--- src/rtl/seq_pkg.sv ---
// Shared definitions for the serial sequence path: FSM states and the default
// pattern that both the generator and the detector agree on.
package seq_pkg;

  localparam int unsigned SEQ_PAT_W = 4;
  localparam logic [SEQ_PAT_W-1:0] SEQ_PATTERN = 4'b1011;

  typedef enum logic [1:0] {
    IDLE = 2'd0,
    SEND = 2'd1,
    GAP  = 2'd2,
    DONE = 2'd3
  } state_t;

endpackage

--- src/rtl/seq_gen_1011_if.sv ---
// Control/status bundle of the serial pattern generator.
interface seq_gen_1011_if #(
  parameter int unsigned CNT_W = 8,
  parameter int unsigned GAP_W = 4
);

  logic             start;
  logic [CNT_W-1:0] repeat_cnt;
  logic [GAP_W-1:0] gap_len;
  logic             abort;
  logic             out_bit;
  logic             out_valid;
  logic             busy;
  logic             done;
  logic [CNT_W-1:0] frames_sent;

  modport master (
    output start, repeat_cnt, gap_len, abort,
    input  out_bit, out_valid, busy, done, frames_sent
  );

  modport slave (
    input  start, repeat_cnt, gap_len, abort,
    output out_bit, out_valid, busy, done, frames_sent
  );

endinterface

--- src/rtl/seq_gen_shifter.sv ---
// Loadable pattern shift register with a bit-index counter; MSB is the serial bit.
// With SEQ_GEN_PARITY_EN defined, the even parity of the pattern is appended as an extra bit.
module seq_gen_shifter #(
  parameter int unsigned         PAT_W   = 4,
  parameter logic [PAT_W-1:0]    PATTERN = 4'b1011
) (
  input  logic clk,
  input  logic reset,
  input  logic load,
  input  logic shift,
  input  logic clear,
  output logic out_bit,
  output logic last_bit
);

`ifdef SEQ_GEN_PARITY_EN
  localparam int unsigned      SR_W     = PAT_W + 1;
  localparam logic [SR_W-1:0]  LOAD_VAL = {PATTERN, ^PATTERN};
`else
  localparam int unsigned      SR_W     = PAT_W;
  localparam logic [SR_W-1:0]  LOAD_VAL = PATTERN;
`endif
  localparam int unsigned IDX_W = $clog2(SR_W);

  logic [SR_W-1:0]  sreg;
  logic [IDX_W-1:0] idx;

  // clear wins over load so an abort or frame end always parks the line at 0
  always_ff @(posedge clk or negedge reset) begin
    if (!reset) begin
      sreg <= '0;
      idx  <= '0;
    end else if (clear) begin
      sreg <= '0;
      idx  <= '0;
    end else if (load) begin
      sreg <= LOAD_VAL;
      idx  <= IDX_W'(SR_W - 1);
    end else if (shift) begin
      sreg <= {sreg[SR_W-2:0], 1'b0};
      idx  <= idx - IDX_W'(1);
    end
  end

  assign out_bit  = sreg[SR_W-1];
  assign last_bit = (idx == '0);

endmodule

--- src/rtl/seq_gen_1011.sv ---
// Serial pattern transmitter: sends PATTERN repeat_cnt times with optional zero gaps.
// Optional feature macro: SEQ_GEN_PARITY_EN (appends an even-parity bit to every frame).
module seq_gen_1011
  import seq_pkg::*;
#(
  parameter int unsigned      PAT_W   = SEQ_PAT_W,
  parameter logic [PAT_W-1:0] PATTERN = SEQ_PATTERN,
  parameter int unsigned      CNT_W   = 8,
  parameter int unsigned      GAP_W   = 4
) (
  input  logic            clk,
  input  logic            reset,
  seq_gen_1011_if.slave   bus
);

  state_t           state, state_d;
  logic [CNT_W-1:0] rem, rem_d;
  logic [CNT_W-1:0] frames, frames_d;
  logic [GAP_W-1:0] gap, gap_d;
  logic [GAP_W-1:0] gcnt, gcnt_d;
  logic             load, shift, clear;
  logic             sh_bit, last_bit;
  logic             out_valid, busy, done;

  seq_gen_shifter #(
    .PAT_W   (PAT_W),
    .PATTERN (PATTERN)
  ) u_shifter (
    .clk      (clk),
    .reset    (reset),
    .load     (load),
    .shift    (shift),
    .clear    (clear),
    .out_bit  (sh_bit),
    .last_bit (last_bit)
  );

  always_ff @(posedge clk or negedge reset) begin
    if (!reset) begin
      state     <= IDLE;
      rem       <= '0;
      frames    <= '0;
      gap       <= '0;
      gcnt      <= '0;
      out_valid <= 1'b0;
      busy      <= 1'b0;
      done      <= 1'b0;
    end else begin
      state     <= state_d;
      rem       <= rem_d;
      frames    <= frames_d;
      gap       <= gap_d;
      gcnt      <= gcnt_d;
      out_valid <= (state_d == SEND);
      busy      <= (state_d != IDLE);
      done      <= (state_d == DONE);
    end
  end

  // next-state, counter updates and shifter control
  always_comb begin
    state_d  = state;
    rem_d    = rem;
    frames_d = frames;
    gap_d    = gap;
    gcnt_d   = gcnt;
    load     = 1'b0;
    shift    = 1'b0;
    clear    = 1'b0;
    case (state)
      IDLE: begin
        if (bus.start && !bus.abort) begin
          rem_d    = bus.repeat_cnt;
          gap_d    = bus.gap_len;
          frames_d = '0;
          gcnt_d   = '0;
          if (bus.repeat_cnt == '0) begin
            state_d = DONE;
          end else begin
            state_d = SEND;
            load    = 1'b1;
          end
        end
      end
      SEND: begin
        if (bus.abort) begin
          state_d = IDLE;
          clear   = 1'b1;
        end else if (last_bit) begin
          frames_d = frames + CNT_W'(1);
          rem_d    = rem - CNT_W'(1);
          if (rem > CNT_W'(1)) begin
            if (gap != '0) begin
              state_d = GAP;
              gcnt_d  = gap;
              clear   = 1'b1;
            end else begin
              load = 1'b1;
            end
          end else begin
            state_d = DONE;
            clear   = 1'b1;
          end
        end else begin
          shift = 1'b1;
        end
      end
      GAP: begin
        if (bus.abort) begin
          state_d = IDLE;
          gcnt_d  = '0;
        end else if (gcnt == GAP_W'(1)) begin
          state_d = SEND;
          gcnt_d  = '0;
          load    = 1'b1;
        end else begin
          gcnt_d = gcnt - GAP_W'(1);
        end
      end
      DONE: state_d = IDLE;
      default: state_d = IDLE;
    endcase
  end

  assign bus.out_bit     = sh_bit;
  assign bus.out_valid   = out_valid;
  assign bus.busy        = busy;
  assign bus.done        = done;
  assign bus.frames_sent = frames;

endmodule

--- src/flat_wrapper.sv ---
// flat-port wrapper written by rule: the top's interface ports become plain ports
module seq_gen_1011_flat import seq_pkg::*;
#(
  parameter int unsigned      PAT_W   = SEQ_PAT_W,
  parameter logic [PAT_W-1:0] PATTERN = SEQ_PATTERN,
  parameter int unsigned      CNT_W   = 8,
  parameter int unsigned      GAP_W   = 4
)
  (clk, reset, bus_start, bus_repeat_cnt, bus_gap_len, bus_abort, bus_out_bit, bus_out_valid, bus_busy, bus_done, bus_frames_sent);
  seq_gen_1011_if #(.CNT_W(CNT_W), .GAP_W(GAP_W)) bus_i ();
  input  logic clk;
  input  logic reset;
  input wire logic [$bits(bus_i.start)-1:0] bus_start;
  input wire logic [$bits(bus_i.repeat_cnt)-1:0] bus_repeat_cnt;
  input wire logic [$bits(bus_i.gap_len)-1:0] bus_gap_len;
  input wire logic [$bits(bus_i.abort)-1:0] bus_abort;
  output wire logic [$bits(bus_i.out_bit)-1:0] bus_out_bit;
  output wire logic [$bits(bus_i.out_valid)-1:0] bus_out_valid;
  output wire logic [$bits(bus_i.busy)-1:0] bus_busy;
  output wire logic [$bits(bus_i.done)-1:0] bus_done;
  output wire logic [$bits(bus_i.frames_sent)-1:0] bus_frames_sent;
  assign bus_i.start = bus_start;
  assign bus_i.repeat_cnt = bus_repeat_cnt;
  assign bus_i.gap_len = bus_gap_len;
  assign bus_i.abort = bus_abort;
  assign bus_out_bit = bus_i.out_bit;
  assign bus_out_valid = bus_i.out_valid;
  assign bus_busy = bus_i.busy;
  assign bus_done = bus_i.done;
  assign bus_frames_sent = bus_i.frames_sent;
  seq_gen_1011 #(.PAT_W(PAT_W), .PATTERN(PATTERN), .CNT_W(CNT_W), .GAP_W(GAP_W)) u_core (.clk(clk), .reset(reset), .bus(bus_i));
endmodule
--- config.mk ---
export PLATFORM = sky130hd
export DESIGN_NAME = seq_gen_1011_flat
export DESIGN_NICKNAME = d
export VERILOG_FILES = /design/src/rtl/seq_pkg.sv /design/src/rtl/seq_gen_1011_if.sv /design/src/rtl/seq_gen_shifter.sv /design/src/rtl/seq_gen_1011.sv /design/src/flat_wrapper.sv
export SDC_FILE = /design/constraint.sdc
export NUM_CORES = 1
export LEC_CHECK = 0
export CORE_MARGIN = 2
export CORE_UTILIZATION = 59
export CTS_BUF_LIST = sky130_fd_sc_hd__clkbuf_16
export CTS_CLUSTER_DIAMETER = 120
export DETAILED_ROUTE_END_ITERATION = 8
export GPL_TIMING_DRIVEN = 1
export PLACE_DENSITY = 0.85
export SLEW_MARGIN = 20
export SYNTH_ARGS = -nofsm -noshare
export SYNTH_HDL_FRONTEND = slang
export SYNTH_SLANG_ARGS = --single-unit
--- constraint.sdc ---
create_clock -name clk -period 3.53 [get_ports clk]
set_input_delay 0.706 -clock clk [delete_from_list [all_inputs] [get_ports clk]]
set_output_delay 0.706 -clock clk [all_outputs]
set_load 0.005 [all_outputs]
# After elaboration in Yosys (flattened, before gate mapping)
# Index checks and enable logic that the tools add are counted.
# W data, S select, Z words.
# totals
reg_bits	35
inputBits	16
output_inout_bits	12
# op_classes
mux	48
eq_ne	11
reduce_logical	13
addsub	4
magnitude_cmp	1
# op_table
operator	count
$mux W8	6
$mux W4	10
$pmux W8 S2	2
$mux W2	11
$mux W1	16
$pmux W4 S3	1
$add A8 B1 Y8 const B	1
$gt A8 B1 Y1 const B	1
$logic_not A8 Y1	1
$ne A2 B1 Y1 const B	4
$pmux W2 S4	1
$sub A8 B1 Y8 const B	1
$eq A2 B2 Y1 const B	3
$reduce_and A6 Y1	1
$reduce_bool A3 Y1	2
$eq A2 B1 Y1 const B	2
$eq A4 B1 Y1 const B	1
$logic_not A2 Y1	2
$reduce_and A4 Y1	1
$reduce_bool A2 Y1	2
$reduce_bool A4 Y1	1
$sub A4 B1 Y4 const B	1
$pmux W1 S3	1
$ne A2 B2 Y1 const B	1
4 further kinds	4

# Depth between registers and ports, before layout
# Gate-level depths: netlist of run 1.
# depth
depth_word	8
depth_mapped	9
mapped_depth_nobuf	8

# Hierarchy
# A second synthesis of run 1 with hierarchy kept.
# unflattened
hier_cells	216
hier_area_um2	2049.5
# modules_own_cells
module	cells_each	seq_area_each_um2	area_each_um2	instances
seq_gen_1011	192	725.7	1775.5	1
seq_gen_shifter	24	150.1	274.0	1

# Least setup slack after synthesis of run 1
# No wires, ideal clock.
# synth_timing
path_type	input port to flip-flop
from	in bus_abort
to	reg u_core.gcnt[2]
setup_slack_ps	1559
t_required_ps	3408
cell_stages	5
path_buffers	1
arrival_time_ps	1849
path_cell_list	clkbuf_1 -> nand2b_1 -> a221oi_1 -> o21ai_0 -> o2bb2ai_1
# synth_between
elab_chain_len	4
word_cells_on_any_way	7
classes_between	eq/ne: 2; mux: 2; reduce/logical: 3
# synth_lines
element	line	text
from (decl)	flat_wrapper.sv:16	input wire logic [$bits(bus_i.abort)-1:0] bus_abort;
$logic_not A1 Y1	seq_gen_1011.sv:72	if (bus.start && !bus.abort) begin
$logic_and A1 B1 Y1	seq_gen_1011.sv:72	
$ne A2 B1 Y1 (no line)	-	
$reduce_and A6 Y1 (no line)	-	
to (signal assigned)	seq_gen_1011.sv:53	gcnt <= gcnt_d;
to (decl)	seq_gen_1011.sv:20	logic [GAP_W-1:0] gcnt, gcnt_d;
# Several ways; a longest one is shown, not always the timed one.
# A chain may end at the register's enable or synchronous reset.

# Final worst setup path of run 1
# Same ends and word-level chain as after synthesis.

==> results_tabular.tex, run 1 <==
\begin{tabular}{lr}
\hline
Metric & Value \\
\hline
\multicolumn{2}{l}{\textbf{Status}} \\
\quad Run status & finished clean \\
\multicolumn{2}{l}{\textbf{Power and ir drop}} \\
\quad VDD IR max & 0.484 mV \\
\quad Pwr Density & between 800 and 900 nW/um\^{}2 \\
\quad Leakage power total & 1.08 nW \\
\multicolumn{2}{l}{\textbf{Synthesis}} \\
\quad Number of distinct library cells after synthesis & 48 \\
\quad Cell taking the most area after synthesis & sky130\_fd\_sc\_hd\_\_dfrtp\_1 \\
\quad Most used DFF post-synth & sky130\_fd\_sc\_hd\_\_dfrtp\_1 \\
\quad Yosys warning total & 0 \\
\quad Gate count after technology mapping & 211 \\
\quad Count of flip-flops with a built-in enable after synthesis & 0 \\
\quad Register bit count reported by yosys & 35 \\
\quad Post-Synthesis Mean Instance Area & 9.68 um\^{}2 \\
\quad Most frequently used cell type in the post-synthesis netlist & sky130\_fd\_sc\_hd\_\_dfrtp\_1 \\
\quad Most frequent cells after synthesis & sky130\_fd\_sc\_hd\_\_dfrtp\_1, sky130\_fd\_sc\_hd\_\_a21oi\_1, sky130\_fd\_sc\_hd\_\_inv\_1 \\
\quad Sequential cell area fraction in the yosys report & 0.429 \\
\quad Most area-consuming cells after synthesis & sky130\_fd\_sc\_hd\_\_dfrtp\_1, sky130\_fd\_sc\_hd\_\_ha\_1, sky130\_fd\_sc\_hd\_\_a21oi\_1 \\
\quad Top-area cell type share of the netlist area & 0.429 \\
\quad Total nets after synthesis & 238 \\
\quad Post-synthesis instance area & 2040 um\^{}2 \\
\quad FFs w/ async S/R, synth & 1.00 \\
\multicolumn{2}{l}{\textbf{Clocking}} \\
\quad Post-CTS repair timing setup buffer count & 0 \\
\quad Quantity of hold-fixing buffers added after cts & 0 \\
\quad Root buf cell & sky130\_fd\_sc\_hd\_\_clkbuf\_16 \\
\quad Clock-pin slew on the worst setup and hold paths & 0.06 ns \\
\quad Clock buffer count from CTS & 5 \\
\quad Number of H-tree levels & 2 \\
\quad Clock latency on the worst-skew pair & 0.28 ns \\
\quad TritonCTS clock tree & done \\
\quad Post-CTS Resized & 0 \\
\quad TritonCTS sink count & 35 \\
\quad Buffers from clock root to sink, at most & 2 \\
\multicolumn{2}{l}{\textbf{Job}} \\
\quad Maximum Capacitance Violations & 0 \\
\multicolumn{2}{l}{\textbf{Routing}} \\
\quad Total via count in the routed design & 1723 \\
\quad Number of nets with antenna violations after detailed routing & 0 \\
\quad Total length of routed wires & 4.39 mm \\
\quad Post-route DRC violation count & 0 \\
\quad Iteration-0 DRC count of the detailed router & 204 \\
\quad Post-detailed-route via-to-cell ratio & roughly 6 \\
\quad First-pass detailed-route iteration total & 4 \\
\quad Routed length per instance & 15.3 um \\
\multicolumn{2}{l}{\textbf{Critical path}} \\
\quad Largest delay share family, worst path & compound AO/OA/AOI/OAI gates \\
\quad Cell chain of the critical path & clkdlybuf4s50\_1 -> nor2b\_1 -> o311ai\_1 -> a221oi\_1 -> o21ai\_0 -> o2bb2ai\_1 \\
\quad Worst Setup End Kind & register \\
\quad Total buffers and inverters traversed by the critical path & 1 \\
\quad Crit Path Category & input pin to register \\
\quad Data required, critical path & 3.70 ns \\
\quad Length in cells of the worst reg-to-reg path & 7 \\
\quad R2R Path Start & u\_core.rem[0]\$\_DFFE\_PN0P\_ \\
\quad Reg-to-reg critical path endpoint & u\_core.gcnt[2]\$\_DFFE\_PN0P\_ \\
\quad Sort of element at the start of the critical path & input pin \\
\quad CP max-delay cell & sky130\_fd\_sc\_hd\_\_clkdlybuf4s50\_1 \\
\quad Max incr delay on CP & 0.64 ns \\
\quad CP max FO & 13 \\
\quad R2R Setup Slk & 1.20 ns \\
\quad Critical path data arrival time & 2.86 ns \\
\multicolumn{2}{l}{\textbf{Placed design}} \\
\quad I/O Buffers & 27 \\
\quad Area of placed instances & 2370 um\^{}2 \\
\quad Detail Placement HPWL & 3.06 mm \\
\quad Final weighted congestion in routability-driven placement & 0.858 \\
\quad Number of cells in the design after placement & 280 \\
\multicolumn{2}{l}{\textbf{Timing}} \\
\quad Worst-case clock skew & $\sim$0.006 ns \\
\quad Total negative slack & 0 ns \\
\quad Relative max-transition margin & 0.548 \\
\quad Number of failing setup endpoints in the final timing report & 0 \\
\quad Peak Freq & 372 MHz \\
\quad Hold Vio Cnt, Final & 0 \\
\quad Tcrit/Tclk final & 0.762 \\
\quad Minimum clock period & approximately 2.7 ns \\
\quad Unrepaired setup endpoints after global routing & no \\
\quad Actual transition at the worst max-transition pin & between 0.6 and 0.7 ns \\
\quad Max Slew Vio Count & 0 \\
\multicolumn{2}{l}{\textbf{Final layout}} \\
\quad Area occupied by multi-input gates & 1080 um\^{}2 \\
\quad Final cell count without fillers & around 290 \\
\quad Fraction of final layout cells sized beyond drive strength 1 & 0.107 \\
\quad Fin nets & 268 \\
\quad Register cell area after layout & 876 um\^{}2 \\
\quad Cell area after layout & 2540 um\^{}2 \\
\quad Area delta synth->final & 24.2\% \\
\quad Fillcell total & 234 \\
\quad Antenna Cells & 0 \\
\multicolumn{2}{l}{\textbf{Hold path}} \\
\quad Worst Hold Endpoint & u\_core.u\_shifter.sreg[3]\$\_DFFE\_PN0P\_ \\
\quad Number of stages on the worst hold path & 1 \\
\quad Class of the most critical hold timing path & register to register \\
\quad Hold wc startpoint & u\_core.u\_shifter.sreg[3]\$\_DFFE\_PN0P\_ \\
\multicolumn{2}{l}{\textbf{Floorplan}} \\
\quad Number of rows in the core area & 21 \\
\quad Chip Width & about 63 um \\
\quad Vert. Die Dim & between 60 and 70 um \\
\quad Area of the die & 3950 um\^{}2 \\
\quad Number of ports placed on the die boundary & 28 \\
\quad Core outline area & 3340 um\^{}2 \\
\quad Initial Util & 0.612 \\
\multicolumn{2}{l}{\textbf{GRT}} \\
\quad Busiest metal layer after global routing & met2 \\
\quad Sum of overflow across all layers after global routing & 0 \\
\quad Antenna violations before repair & 0 \\
\quad Global Route met3 Usage & 0.0595 \\
\quad Global routing usage summed across all routing layers & 0.250 \\
\quad Met2 capacity usage during global routing & 0.403 \\
\quad Global-route wire length before repair & 7.72 mm \\
\quad Largest net degree at the start of global routing & 36 \\
\quad Vias in the first global route & $\sim$1600 \\
\quad Met1 track demand over resource in global routing & 0.331 \\
\hline
\end{tabular}
-- cells in the final DEF (no fill, tap or decap), types with 3 or more instances in the layout --
| cell type | count |
|---|---|
| sky130_fd_sc_hd__o22ai_1 | 6 |
| sky130_fd_sc_hd__or4_1 | 3 |
| sky130_fd_sc_hd__clkbuf_16 | 5 |
| sky130_fd_sc_hd__clkdlybuf4s50_1 | 27 |
| sky130_fd_sc_hd__inv_1 | 16 |
| sky130_fd_sc_hd__nor4_1 | 3 |
| sky130_fd_sc_hd__nand2b_1 | 3 |
| sky130_fd_sc_hd__nand2_1 | 12 |
| sky130_fd_sc_hd__and3_1 | 4 |
| sky130_fd_sc_hd__xnor2_1 | 3 |
| sky130_fd_sc_hd__a21oi_1 | 16 |
| sky130_fd_sc_hd__buf_4 | 3 |
| sky130_fd_sc_hd__nor2_1 | 13 |
| sky130_fd_sc_hd__o2bb2ai_1 | 6 |
| sky130_fd_sc_hd__nor3_1 | 3 |
| sky130_fd_sc_hd__xor2_1 | 3 |
| sky130_fd_sc_hd__o21ai_0 | 14 |
| sky130_fd_sc_hd__mux2i_1 | 3 |
| sky130_fd_sc_hd__ha_1 | 11 |
| sky130_fd_sc_hd__nor3b_1 | 5 |
| sky130_fd_sc_hd__nand3_1 | 8 |
| sky130_fd_sc_hd__dfrtp_1 | 35 |
| sky130_fd_sc_hd__mux2_2 | 4 |
-- metrics by stage --
| stage | hold slack [ns] | power, mW | setup slack [ns] | utilization |
|---|---|---|---|---|
| finish | 0.485 | 2.09 | 0.841 | 0.760 |
| global route | 0.514 | 2.25 | 0.652 | 0.760 |
| CTS | 0.483 | 2.09 | 0.923 | 0.760 |
| detailed placement | 0.466 | 1.57 | 0.634 | 0.710 |
| global placement | 0.469 | 1.54 | 0.774 | 0.710 |
| floorplan | 0.410 | 1.32 | 1.56 | - |
-- cell type report --
class                           instances  share of cell area
Sequential cell                        35               0.345
Clock inverter                          3              0.0168
Tap cell                               46              0.0227
Clock buffer                            5              0.0493
Multi-Input combinational cell        153               0.427
Inverter                               16              0.0237
Timing Repair Buffer                   30               0.115
-- kinds of logic (layout without fill, tap and decap cells) --
kind of cell / Yosys count / in the layout / synth area share
compound gates: 57 / 57 / 0.196
xor+xnor: 6 / 6 / 0.0257
fa+ha+maj: 11 / 11 / 0.0674
buf+inv: 23 / 54 / 0.0435
flops: 35 / 35 / 0.429
mux: 7 / 7 / 0.0368
simple gates: 72 / 72 / 0.202
-- where the power goes --
part / switching [mW] / total (mW) / internal (mW)
sequential: 0.141 / 0.699 / 0.558
clock: 0.169 / 0.502 / 0.333
combinational: 0.494 / 0.891 / 0.396
-- sequential cells by signal, summed over array words and instances, names as in the netlist --
signal,flops
u_core.gcnt,4
u_core.state,2
u_core.gap,4
u_core.bus.busy,1
u_core.u_shifter.sreg,4
u_core.u_shifter.idx,2
u_core.rem,8
u_core.bus.out_valid,1
u_core.bus.frames_sent,8
u_core.bus.done,1
-- worst register-to-register path: cells and delay by family, from the launching register on --
kind	cells	cell delay, ns
compound gates	4	1.16
buf+inv	1	0.07
flops	1	0.40
fa+ha+maj	1	0.23
simple gates	1	0.34
-- routing by layer --
| layer | wire [um] | vias to the layer above |
|---|---|---|
| met5 | 0 | - |
| li1 | - | 831 |
| met1 | 2000 | 833 |
| met3 | 267 | 10 |
| met4 | 78 | 0 |
| met2 | 2040 | 49 |
-- how the worst max path moves through the flow --
stage          cells after the start  slack, ns  startpoint                          to
5_1_grt                            6       0.65   bus_abort  u_core.gcnt[2]$_DFFE_PN0P_
3_3_place_gp                       6       0.77   bus_abort  u_core.gcnt[3]$_DFFE_PN0P_
2_1_floorplan                      5       1.56   bus_abort  u_core.gcnt[2]$_DFFE_PN0P_
3_5_place_dp                       6       0.63   bus_abort  u_core.gcnt[2]$_DFFE_PN0P_
6_report                           6       0.84   bus_abort  u_core.gcnt[2]$_DFFE_PN0P_
4_1_cts                            6       0.92   bus_abort  u_core.gcnt[2]$_DFFE_PN0P_
No activity file was read; power rests on OpenSTA's default activity.
==> run 2: changes to the inputs <==
--- a/config.mk
+++ b/config.mk
@@ -6,12 +6,12 @@
 export NUM_CORES = 1
 export LEC_CHECK = 0
 export CORE_MARGIN = 2
-export CORE_UTILIZATION = 59
+export CORE_UTILIZATION = 54
 export CTS_BUF_LIST = sky130_fd_sc_hd__clkbuf_16
 export CTS_CLUSTER_DIAMETER = 120
 export DETAILED_ROUTE_END_ITERATION = 8
 export GPL_TIMING_DRIVEN = 1
-export PLACE_DENSITY = 0.85
+export PLACE_DENSITY = 0.79
 export SLEW_MARGIN = 20
 export SYNTH_ARGS = -nofsm -noshare
 export SYNTH_HDL_FRONTEND = slang
==> constraint.sdc (replaced) <==
create_clock -name clk -period 2.6 [get_ports clk]
set_input_delay 0.52 -clock clk [delete_from_list [all_inputs] [get_ports clk]]
set_output_delay 0.52 -clock clk [all_outputs]
set_load 0.005 [all_outputs]
==> run 2 against run 1 <==
  * Non-clock buffer count increased by 4
  * Design area is 1.1% higher
  * Global-route usage shrank 3.1 points
  * First-iteration DRC count shrank 28%
==> results_tabular.tex, run 2 (synthesized netlist as in run 1, its figures left out) <==
\begin{tabular}{lr}
\hline
Metric & Value \\
\hline
\multicolumn{2}{l}{\textbf{Critical path}} \\
\quad Total buffers and inverters traversed by the critical path & 2 (+1) \\
\quad CP max FO & 10 (-3) \\
\quad Critical path data arrival time & 2.33 ns (-0.53 ns) \\
\quad Crit Path Category & input pin to register \\
\quad Worst Setup End Kind & register \\
\quad CP max-delay cell & sky130\_fd\_sc\_hd\_\_clkdlybuf4s50\_1 \\
\quad Cell chain of the critical path & clkdlybuf4s50\_1 -> nor2b\_1 -> o311ai\_1 -> a221oi\_1 -> buf\_4 -> nand2\_1 -> o2bb2ai\_1 \\
\quad Max incr delay on CP & 0.56 ns (-0.08 ns) \\
\quad Sort of element at the start of the critical path & input pin \\
\quad Data required, critical path & 2.78 ns (-0.92 ns) \\
\quad Largest delay share family, worst path & buffers and inverters \\
\multicolumn{2}{l}{\textbf{Routing}} \\
\quad Post-route DRC violation count & 0 (unchanged) \\
\quad Total via count in the routed design & 1690 (-1.9\%) \\
\quad Total length of routed wires & 4.20 mm (-4.3\%) \\
\quad Iteration-0 DRC count of the detailed router & 146 (-28\%) \\
\quad Post-detailed-route via-to-cell ratio & 5.75 (-3.9\%) \\
\quad Number of nets with antenna violations after detailed routing & 0 (unchanged) \\
\quad Routed length per instance & 14.3 um (-6.3\%) \\
\quad First-pass detailed-route iteration total & 4 (unchanged) \\
\multicolumn{2}{l}{\textbf{Final layout}} \\
\quad Most frequent cells in the layout & sky130\_fd\_sc\_hd\_\_dfrtp\_1, sky130\_fd\_sc\_hd\_\_clkdlybuf4s50\_1, sky130\_fd\_sc\_hd\_\_inv\_1, sky130\_fd\_sc\_hd\_\_a21oi\_1, sky130\_fd\_sc\_hd\_\_o21ai\_0 \\
\quad Cell area after layout & 2560 um\^{}2 (+1.1\%) \\
\quad Fin nets & 272 (+1.5\%) \\
\quad Area delta synth->final & 25.6\% \\
\quad Fraction of final layout cells sized beyond drive strength 1 & 0.122 (+0.0145) \\
\quad Antenna Cells & 0 (unchanged) \\
\quad Commonest non-fill, non-tap cell in the layout & sky130\_fd\_sc\_hd\_\_dfrtp\_1 \\
\multicolumn{2}{l}{\textbf{Timing}} \\
\quad Minimum clock period & 2.14 ns \\
\quad Relative max-transition margin & 0.650 (+0.102) \\
\quad Minimum setup slack in the final design & 0.458 ns (-0.383 ns) \\
\quad Actual transition at the worst max-transition pin & 0.520 ns (-0.158 ns) \\
\quad Tcrit/Tclk final & 0.824 \\
\quad Peak Freq & 467 MHz \\
\quad Unrepaired setup endpoints after global routing & no \\
\quad Total negative slack & 0 ns (unchanged) \\
\quad Number of failing setup endpoints in the final timing report & 0 (unchanged) \\
\quad Max Slew Vio Count & 0 (unchanged) \\
\quad Hold Vio Cnt, Final & 0 (unchanged) \\
\quad Worst-case clock skew & 0.00302 ns (-0.00311 ns) \\
\multicolumn{2}{l}{\textbf{Floorplan}} \\
\quad Vert. Die Dim & 65.5 um (+4.2\%) \\
\quad Number of rows in the core area & 22 (+4.8\%) \\
\quad Chip Width & 65.5 um (+4.2\%) \\
\quad Core outline area & 3660 um\^{}2 (+9.7\%) \\
\quad Area of the die & 4290 um\^{}2 (+8.7\%) \\
\quad Initial Util & 0.558 (-0.0542) \\
\quad Number of ports placed on the die boundary & 28 (unchanged) \\
\multicolumn{2}{l}{\textbf{GRT}} \\
\quad Antenna violations before repair & 0 (unchanged) \\
\quad Sum of overflow across all layers after global routing & 0 (unchanged) \\
\quad Largest net degree at the start of global routing & 36 (unchanged) \\
\quad Global routing usage summed across all routing layers & 0.219 (-0.0307) \\
\quad Global-route wire length before repair & 7.22 mm (-6.4\%) \\
\quad Vias in the first global route & 1632 (-1.0\%) \\
\multicolumn{2}{l}{\textbf{Clocking}} \\
\quad TritonCTS clock tree & done \\
\quad Number of H-tree levels & 2 (unchanged) \\
\quad TritonCTS sink count & 35 (unchanged) \\
\quad Clock latency on the worst-skew pair & 0.28 ns (about the same) \\
\quad Buffers from clock root to sink, at most & 2 (unchanged) \\
\quad Quantity of hold-fixing buffers added after cts & 0 (unchanged) \\
\quad Clock buffer count from CTS & 5 (unchanged) \\
\quad Post-CTS Resized & 0 (unchanged) \\
\quad Root buf cell & sky130\_fd\_sc\_hd\_\_clkbuf\_16 \\
\quad Post-CTS repair timing setup buffer count & 0 (unchanged) \\
\quad Clock-pin slew on the worst setup and hold paths & 0.05 ns (about the same) \\
\multicolumn{2}{l}{\textbf{Placed design}} \\
\quad I/O Buffers & 27 (unchanged) \\
\quad Area of placed instances & 2400 um\^{}2 (+1.4\%) \\
\quad Detail Placement HPWL & 3.01 mm (-1.6\%) \\
\quad Setup slack after placement & 0.247 ns (-0.388 ns) \\
\quad Final weighted congestion in routability-driven placement & 0.884 (+3.0\%) \\
\multicolumn{2}{l}{\textbf{Power and ir drop}} \\
\quad Leakage power total & 1.10 nW (+1.8\%) \\
\quad VDD IR max & 0.648 mV (+34\%) \\
\quad Pwr Density & 1100 nW/um\^{}2 (+33\%) \\
\multicolumn{2}{l}{\textbf{Hold path}} \\
\quad Class of the most critical hold timing path & register to register \\
\multicolumn{2}{l}{\textbf{Job}} \\
\quad Maximum Capacitance Violations & 0 (unchanged) \\
\multicolumn{2}{l}{\textbf{Status}} \\
\quad Run status & finished clean \\
\hline
\end{tabular}
run 2: cell count changes in the layout (fill, tap and decap cells not counted):
cell / before / now
sky130_fd_sc_hd__clkinv_2: 0 / 1
sky130_fd_sc_hd__inv_6: 1 / 0
sky130_fd_sc_hd__buf_4: 3 / 7
run 2: worst paths after layout:
kind,end,slack (ns),cells after the start,startpoint
setup / recovery,u_core.gcnt[3]$_DFFE_PN0P_,0.46,7,bus_abort
hold / removal,u_core.u_shifter.idx[0]$_DFFE_PN0P_,0.49,1,u_core.u_shifter.idx[0]$_DFFE_PN0P_
setup reg to reg,u_core.gcnt[3]$_DFFE_PN0P_,0.52,8,u_core.rem[0]$_DFFE_PN0P_
hold reg to reg,u_core.u_shifter.idx[0]$_DFFE_PN0P_,0.49,1,u_core.u_shifter.idx[0]$_DFFE_PN0P_
max in group asynchronous,u_core.u_shifter.sreg[2]$_DFFE_PN0P_,1.63,2,reset
min in group asynchronous,u_core.gap[0]$_DFFE_PN0P_,0.66,2,reset
run 2: area by class of cell:
cell class	count	area (um^2)
clock buffer	5	125
fill	292	1100
timing repair buffer	34	323
tap	48	60.1
clock inverter	3	38.8
sequential	35	876
inverter	16	60.1
multi-input combinational	153	1080
run 2: worst reg2reg max path, stage by stage, from the launching register on:
cell and delay, ns:
sky130_fd_sc_hd__dfrtp_1 0.40, sky130_fd_sc_hd__inv_1 0.08, sky130_fd_sc_hd__ha_1 0.24, sky130_fd_sc_hd__nor2_1 0.34, sky130_fd_sc_hd__o311ai_1 0.16, sky130_fd_sc_hd__a221oi_1 0.30
sky130_fd_sc_hd__buf_4 0.19, sky130_fd_sc_hd__nand2_1 0.09, sky130_fd_sc_hd__o2bb2ai_1 0.20
run 2: power breakdown:
| group | internal [mW] | switching, mW | leakage, nW | total, mW |
|---|---|---|---|---|
| combinational | 0.553 | 0.654 | 0.566 | 1.21 |
| sequential | 0.758 | 0.193 | 0.450 | 0.951 |
| clock | 0.446 | 0.214 | 0.0812 | 0.660 |
| total | 1.76 | 1.06 | 1.10 | 2.82 |
run 2: stage by stage:
step | std cells | hold slack, ns | utilization | power (mW)
global route | 294 | 0.512 | 0.701 | 3.04
finish | 294 | 0.491 | 0.701 | 2.82
floorplan | 211 | 0.224 | - | 1.79
detailed placement | 286 | 0.480 | 0.656 | 2.15
CTS | 294 | 0.495 | 0.701 | 2.84
global placement | 286 | 0.473 | 0.656 | 2.12
run 2: per-layer routing:
metal / wire, um / track usage / up-vias / part of all wire
met5: 0 / 0 / - / 0
met1: 1880 / 0.286 / 808 / 0.45
met4: 49 / 0.0599 / 0 / 0.012
li1: - / - / 832 / -
met2: 2080 / 0.367 / 45 / 0.49
met3: 196 / 0.0479 / 5 / 0.047
